### src/rtl/fft_sequencer.sv
// Control sequencer for the 64-point in-place radix-2 FFT: load, six butterfly levels with
// per-level pipeline drain, then result streaming. Also delays the read strobe to a write-back strobe.
module fft_sequencer #(
  parameter int unsigned BFLY_LAT = 2
) (
  input  logic       clk,
  input  logic       reset_n,
  input  logic       start,
  input  logic       sample_valid,
  output logic       sample_ready,
  output logic       load,
  output logic       processing,
  output logic       done,
  output logic [5:0] fft_level,
  output logic [5:0] butterfly_iter,
  output logic [5:0] load_address,
  output logic [5:0] out_address,
  output logic       load_we,
  output logic       rd_en,
  output logic       wr_en,
  output logic [5:0] wr_iter,
  output logic [5:0] wr_level,
  output logic       rd_bank,
  output logic       out_valid,
  input  logic       out_ready,
  output logic       busy
);

  localparam int unsigned AW       = 6;
  localparam int unsigned LVW      = 3;
  localparam int unsigned ITW      = 5;
  localparam int unsigned DRW      = 3;
  localparam int unsigned LAST_LVL = 5;
  localparam int unsigned LAST_WB  = BFLY_LAT - 1;

  typedef enum logic [2:0] {S_IDLE, S_LOAD, S_PROC, S_DRAIN, S_OUT} state_t;

  typedef struct packed {
    logic          en;
    logic [AW-1:0] iter;
    logic [AW-1:0] level;
  } wb_t;

  state_t         state_q, state_d;
  logic [AW-1:0]  cnt_q, cnt_d;
  logic [LVW-1:0] level_q, level_d;
  logic [ITW-1:0] iter_q, iter_d;
  logic [DRW-1:0] drain_q, drain_d;
  wb_t            wb_q [BFLY_LAT];

  // Next-state and counter update.
  always_comb begin
    state_d = state_q;
    cnt_d   = cnt_q;
    level_d = level_q;
    iter_d  = iter_q;
    drain_d = drain_q;
    case (state_q)
      S_IDLE: begin
        if (start) begin
          state_d = S_LOAD;
          cnt_d   = '0;
        end
      end
      S_LOAD: begin
        if (sample_valid) begin
          if (cnt_q == AW'(63)) begin
            state_d = S_PROC;
            level_d = '0;
            iter_d  = '0;
          end else begin
            cnt_d = cnt_q + AW'(1);
          end
        end
      end
      S_PROC: begin
        if (iter_q == ITW'(31)) begin
          state_d = S_DRAIN;
          drain_d = '0;
        end else begin
          iter_d = iter_q + ITW'(1);
        end
      end
      S_DRAIN: begin
        if (drain_q == DRW'(LAST_WB)) begin
          if (level_q < LVW'(LAST_LVL)) begin
            state_d = S_PROC;
            level_d = level_q + LVW'(1);
            iter_d  = '0;
          end else begin
            state_d = S_OUT;
            cnt_d   = '0;
          end
        end else begin
          drain_d = drain_q + DRW'(1);
        end
      end
      S_OUT: begin
        if (out_ready) begin
          if (cnt_q == AW'(63)) state_d = S_IDLE;
          else                  cnt_d   = cnt_q + AW'(1);
        end
      end
      default: state_d = S_IDLE;
    endcase
  end

  // Outputs are decoded from next-state values so the registers track the state they describe.
  logic in_load_d, in_proc_d, in_bfly_d, in_out_d;
  assign in_load_d = (state_d == S_LOAD);
  assign in_proc_d = (state_d == S_PROC);
  assign in_bfly_d = (state_d == S_PROC) || (state_d == S_DRAIN);
  assign in_out_d  = (state_d == S_OUT);

  always_ff @(posedge clk or negedge reset_n) begin
    if (!reset_n) begin
      state_q        <= S_IDLE;
      cnt_q          <= '0;
      level_q        <= '0;
      iter_q         <= '0;
      drain_q        <= '0;
      sample_ready   <= 1'b0;
      load           <= 1'b0;
      processing     <= 1'b0;
      done           <= 1'b0;
      fft_level      <= '0;
      butterfly_iter <= '0;
      load_address   <= '0;
      out_address    <= '0;
      rd_en          <= 1'b0;
      rd_bank        <= 1'b0;
      busy           <= 1'b0;
    end else begin
      state_q        <= state_d;
      cnt_q          <= cnt_d;
      level_q        <= level_d;
      iter_q         <= iter_d;
      drain_q        <= drain_d;
      sample_ready   <= in_load_d;
      load           <= in_load_d;
      processing     <= in_bfly_d;
      done           <= in_out_d;
      fft_level      <= in_bfly_d ? AW'(level_d) : '0;
      butterfly_iter <= in_proc_d ? AW'(iter_d) : '0;
      load_address   <= in_load_d ? cnt_d : '0;
      out_address    <= in_out_d ? cnt_d : '0;
      rd_en          <= in_proc_d;
      rd_bank        <= in_bfly_d ? level_d[0] : 1'b0;
      busy           <= (state_d != S_IDLE);
    end
  end

  // Write-back delay line: shifts every cycle so writes trail reads by exactly BFLY_LAT.
  always_ff @(posedge clk or negedge reset_n) begin
    if (!reset_n) begin
      for (int i = 0; i < int'(BFLY_LAT); i++) wb_q[i] <= '0;
    end else begin
      wb_q[0] <= '{en: rd_en, iter: butterfly_iter, level: fft_level};
      for (int i = 1; i < int'(BFLY_LAT); i++) wb_q[i] <= wb_q[i-1];
    end
  end

  assign wr_en     = wb_q[LAST_WB].en;
  assign wr_iter   = wb_q[LAST_WB].iter;
  assign wr_level  = wb_q[LAST_WB].level;
  assign load_we   = sample_valid & sample_ready;
  assign out_valid = (state_q == S_OUT);

endmodule

### config.mk
export PLATFORM = sky130hd
export DESIGN_NAME = fft_sequencer
export DESIGN_NICKNAME = d
export VERILOG_FILES = /design/src/rtl/fft_sequencer.sv
export SDC_FILE = /design/constraint.sdc
export NUM_CORES = 1
export LEC_CHECK = 0
export ABC_CLOCK_PERIOD_IN_PS = 1800
export BUFFER_PORTS_ARGS = -buffer_cell sky130_fd_sc_hd__buf_4
export CAP_MARGIN = 20
export CORE_ASPECT_RATIO = 1.4
export CORE_MARGIN = 10
export CORE_UTILIZATION = 25
export DETAILED_ROUTE_END_ITERATION = 7
export GPL_TIMING_DRIVEN = 0
export PLACE_DENSITY = 0.49
export SYNTH_ARGS = -nofsm -noshare
export SYNTH_HDL_FRONTEND = slang
export SYNTH_SLANG_ARGS = --single-unit
### constraint.sdc
create_clock -name clk -period 1.8 [get_ports clk]
set_input_delay 0.09 -clock clk [delete_from_list [all_inputs] [get_ports clk]]
set_output_delay 0.09 -clock clk [all_outputs]
set_load 0.01 [all_outputs]
==> flow_summary_export.csv <==
group,metric,value,unit
status,run_status,"finished with violations",
status,violations,"negative setup slack",
sta,worst_slack,-27.5,ps
power,leakagePower,1.80,nW
sta,finClkSkew,4.70,ps
global_route,overflow,0,
global_route,antenna_found_initial,0,
power,finalPower,0.00467,W
worst_setup_path,cp_max_fo,7,
clock_network,clockBufferDepth,2,
floorplan,die_w,108,um
global_route,grt_pass1_vias,1931,
final_layout,antenna_cells,0,
sta,drv_slew,0,
floorplan,start_util,25.2,%
synthesis,syn_inst,234,
synthesis,yosysSeqAreaShare,58.1,%
worst_setup_path,critPathCaptureType,"register",
clock_network,clock_insertion_delay_worst_skew,330,ps
route,drt-total-wl,6160,um
clock_network,cts_max_level,3,
synthesis,ys.flop_type,"dfrtp_1",
synthesis,synthArstFlopShare,100,%
sta,setup_viol,7,
synthesis,synth_edf_count,0,
final_layout,fin_util,34.7,%
floorplan,top_level_ports,51,
power,power.share.sequential,37.7,%
route,vias,1911,
flow_run,maxCapViolCount,0,
placed_design,gp_congestion,0.818,
sta,setup-tns-final,-108,ps
power,intPower,0.00326,W
synthesis,syn_area,0.00272,sq mm
synthesis,synth_cell_types,51,
sta,fin_crit_sh,102,%
synthesis,synth-seq-cells,63,
clock_network,path_clk_slew,50,ps
synthesis,yosys_warnings,0,
route,drt.antenna.violating_nets,0,
clock_network,cts_sinks,63,
global_route,grt_usage,8.10,%
min_path,hp-class,"input port to register",
sta,min_period,1830,ps
worst_setup_path,worstPathArrival,2040,ps
power,power_density,1250,mW/mm^2
synthesis,avgSynthCellArea,11.6,sq um
worst_setup_path,worstPathRequired,2020,ps
floorplan,core,0.0108,sq mm
power,pwr-share-clk,36.6,%
sta,slew-limit-headroom,47.1,%
route,wire_per_inst,13.7,um
synthesis,synth_area_leader_cell,"dfrtp_1",
final_layout,fillCellCount,1086,
clock_network,cts_root_buffer,"clkbuf_16",
floorplan,die_y,143,um
clock_network,cts_tree,"yes",
route,viasPerCell,4.26,
sta,rsz0062_at_grt,"yes",
placed_design,dp_hpwl,4230,um
synthesis,synth_top_area_share,58.1,%
worst_setup_path,worstSetupPathType,"register to register",
final_layout,nets,313,
route,drcViolationCount,0,
floorplan,dieArea,0.0155,sq mm
floorplan,rows,45,
sta,fmax,0.547,GHz
route,firstDrtPassIters,4,
synthesis,yosysMostFrequentCell,"dfrtp_1",
power,swShare,30.1,%
power,switchingPower,0.00141,W
power,combPwrFrac,25.7,%
placed_design,io_buffers,42,
sta,final_hold_viol_count,0,
synthesis,synth.area.top_cells,"dfrtp_1, buf_4, nor2_1",
placed_design,preCtsSetupSlack,-376,ps
sta,tightest_slew,794,ps
final_layout,drive_gt1_share,42.5,%
global_route,grt_max_degree,64,
final_layout,area.growth.synth_to_final,37.4,%
worst_setup_path,start_kind,"register",
global_route,grt_pass1_wl,9640,um
synthesis,synth_common_cells,"dfrtp_1, buf_4, nor2_1",
route,drt-initial-drc-count,157,
power,vdd.ir_drop.worst,0.423,mV
clock_network,numCtsBuffers,9,
-- worst paths after layout --
kind,slack (ps),end,from,depth (start not counted)
max in group asynchronous,880,load_address[4]$_DFF_PN0_,reset_n,2
worst max-delay path,-30,load_address[0]$_DFF_PN0_,cnt_q[0]$_DFF_PN0_,6
min in group asynchronous,370,drain_q[2]$_DFFE_PN0P_,reset_n,2
worst min-delay path,130,busy$_DFF_PN0_,out_ready,3
worst min register to register,340,wr_iter[0]$_DFF_PN0_,wb_q[19]$_DFF_PN0_,0
worst max register to register,-30,load_address[0]$_DFF_PN0_,cnt_q[0]$_DFF_PN0_,6
-- repair_timing --
item / in CTS / in global routing
endpoints found under the setup margin: 30 / 33
hold buffers: 1 / 0
gates resized for setup: 14 / 17
pin swaps: 9 / 7
setup buffers: 7 / 3
hold endpoints to repair: 63 / 0
-- area by class of cell --
cell class,instances,area [sq um],share of cell area [%]
buffer,24,170,4.56
clock buffer,9,225,6.04
clock inverter,7,72.6,1.95
inverter,15,56.3,1.51
multi-input combinational,137,1050,28.2
sequential,63,1580,42.3
tap,141,176,4.73
timing repair buffer,53,400,10.7
-- power by group through the flow --
| stage | combinational (W) | sequential, W | clock [W] |
|---|---|---|---|
| final | 0.00120 | 0.00176 | 0.00171 |
| after global routing | 0.00134 | 0.00179 | 0.00182 |
| after CTS | 0.00115 | 0.00175 | 0.00176 |
| after detailed placement | 0.00102 | 0.00177 | 0 |
| after global placement | 0.00101 | 0.00177 | 0 |
| after floorplan | 0.000668 | 0.00179 | 0 |
-- cells by family (layout without fill, tap and decap cells) --
| kind of cell | count (synthesis) | after routing | share of synthesized area [%] |
|---|---|---|---|
| AND/OR/NAND/NOR | 74 | 74 | 15.5 |
| flip-flops | 63 | 63 | 58.1 |
| AO/OA/AOI/OAI | 43 | 43 | 12.7 |
| buffers and inverters | 41 | 108 | 8.76 |
| adder cells (fa/ha/maj) | 5 | 5 | 2.30 |
| multiplexers | 4 | 4 | 1.52 |
| XOR/XNOR | 3 | 3 | 0.968 |
| other | 1 | 8 | 0.138 |
-- critical path, stage by stage, from the launching register on --
cell and delay [ps]:
dfrtp_1 360, ha_2 190, and3_4 220, a41oi_4 140
a311oi_4 420, nand2b_4 310, nor2_2 60
-- layout by cell type (no fill, tap or decap), types with 4 or more instances in the layout --
master / Yosys / layout
nor2_1: 18 / 17
a21oi_1: 9 / 6
buf_4: 19 / 72
nor2_2: 6 / 7
clkbuf_16: 0 / 9
nand3_1: 10 / 10
and2_1: 8 / 8
conb_1: 1 / 8
dfrtp_1: 63 / 62
inv_1: 12 / 12
nor3_1: 4 / 4
-- metal layers --
layer	wire length [um]	share of wire, %	vias up	track usage [%]
li1	-	-	923	-
met1	2500	41	927	8.95
met2	3100	50	49	12.8
met3	380	6.2	12	2.64
met4	188	3.1	0	5.71
met5	0	0	-	0
-- per-stage QoR --
stage	instance area [sq um]	std cells	hold slack, ps
after detailed placement	3230	424	243
final	3730	449	127
after global placement	3230	424	236
after floorplan	2740	241	-206
after global routing	3730	449	163
after CTS	3640	447	165
-- registers in the layout, summed over array words and instances, names as in the netlist --
signal and cells:
level_q 3, fft_level 2, cnt_q 6, drain_q 3, rd_bank 1, load 1
done 1, out_address 6, wr_level 3, busy 1, wb_q 9, wr_en 1
butterfly_iter 5, rd_en 1, wr_iter 5, processing 1, state_q 3, load_address 6
iter_q 5
Note: power is estimated with default switching activity, not from simulation.
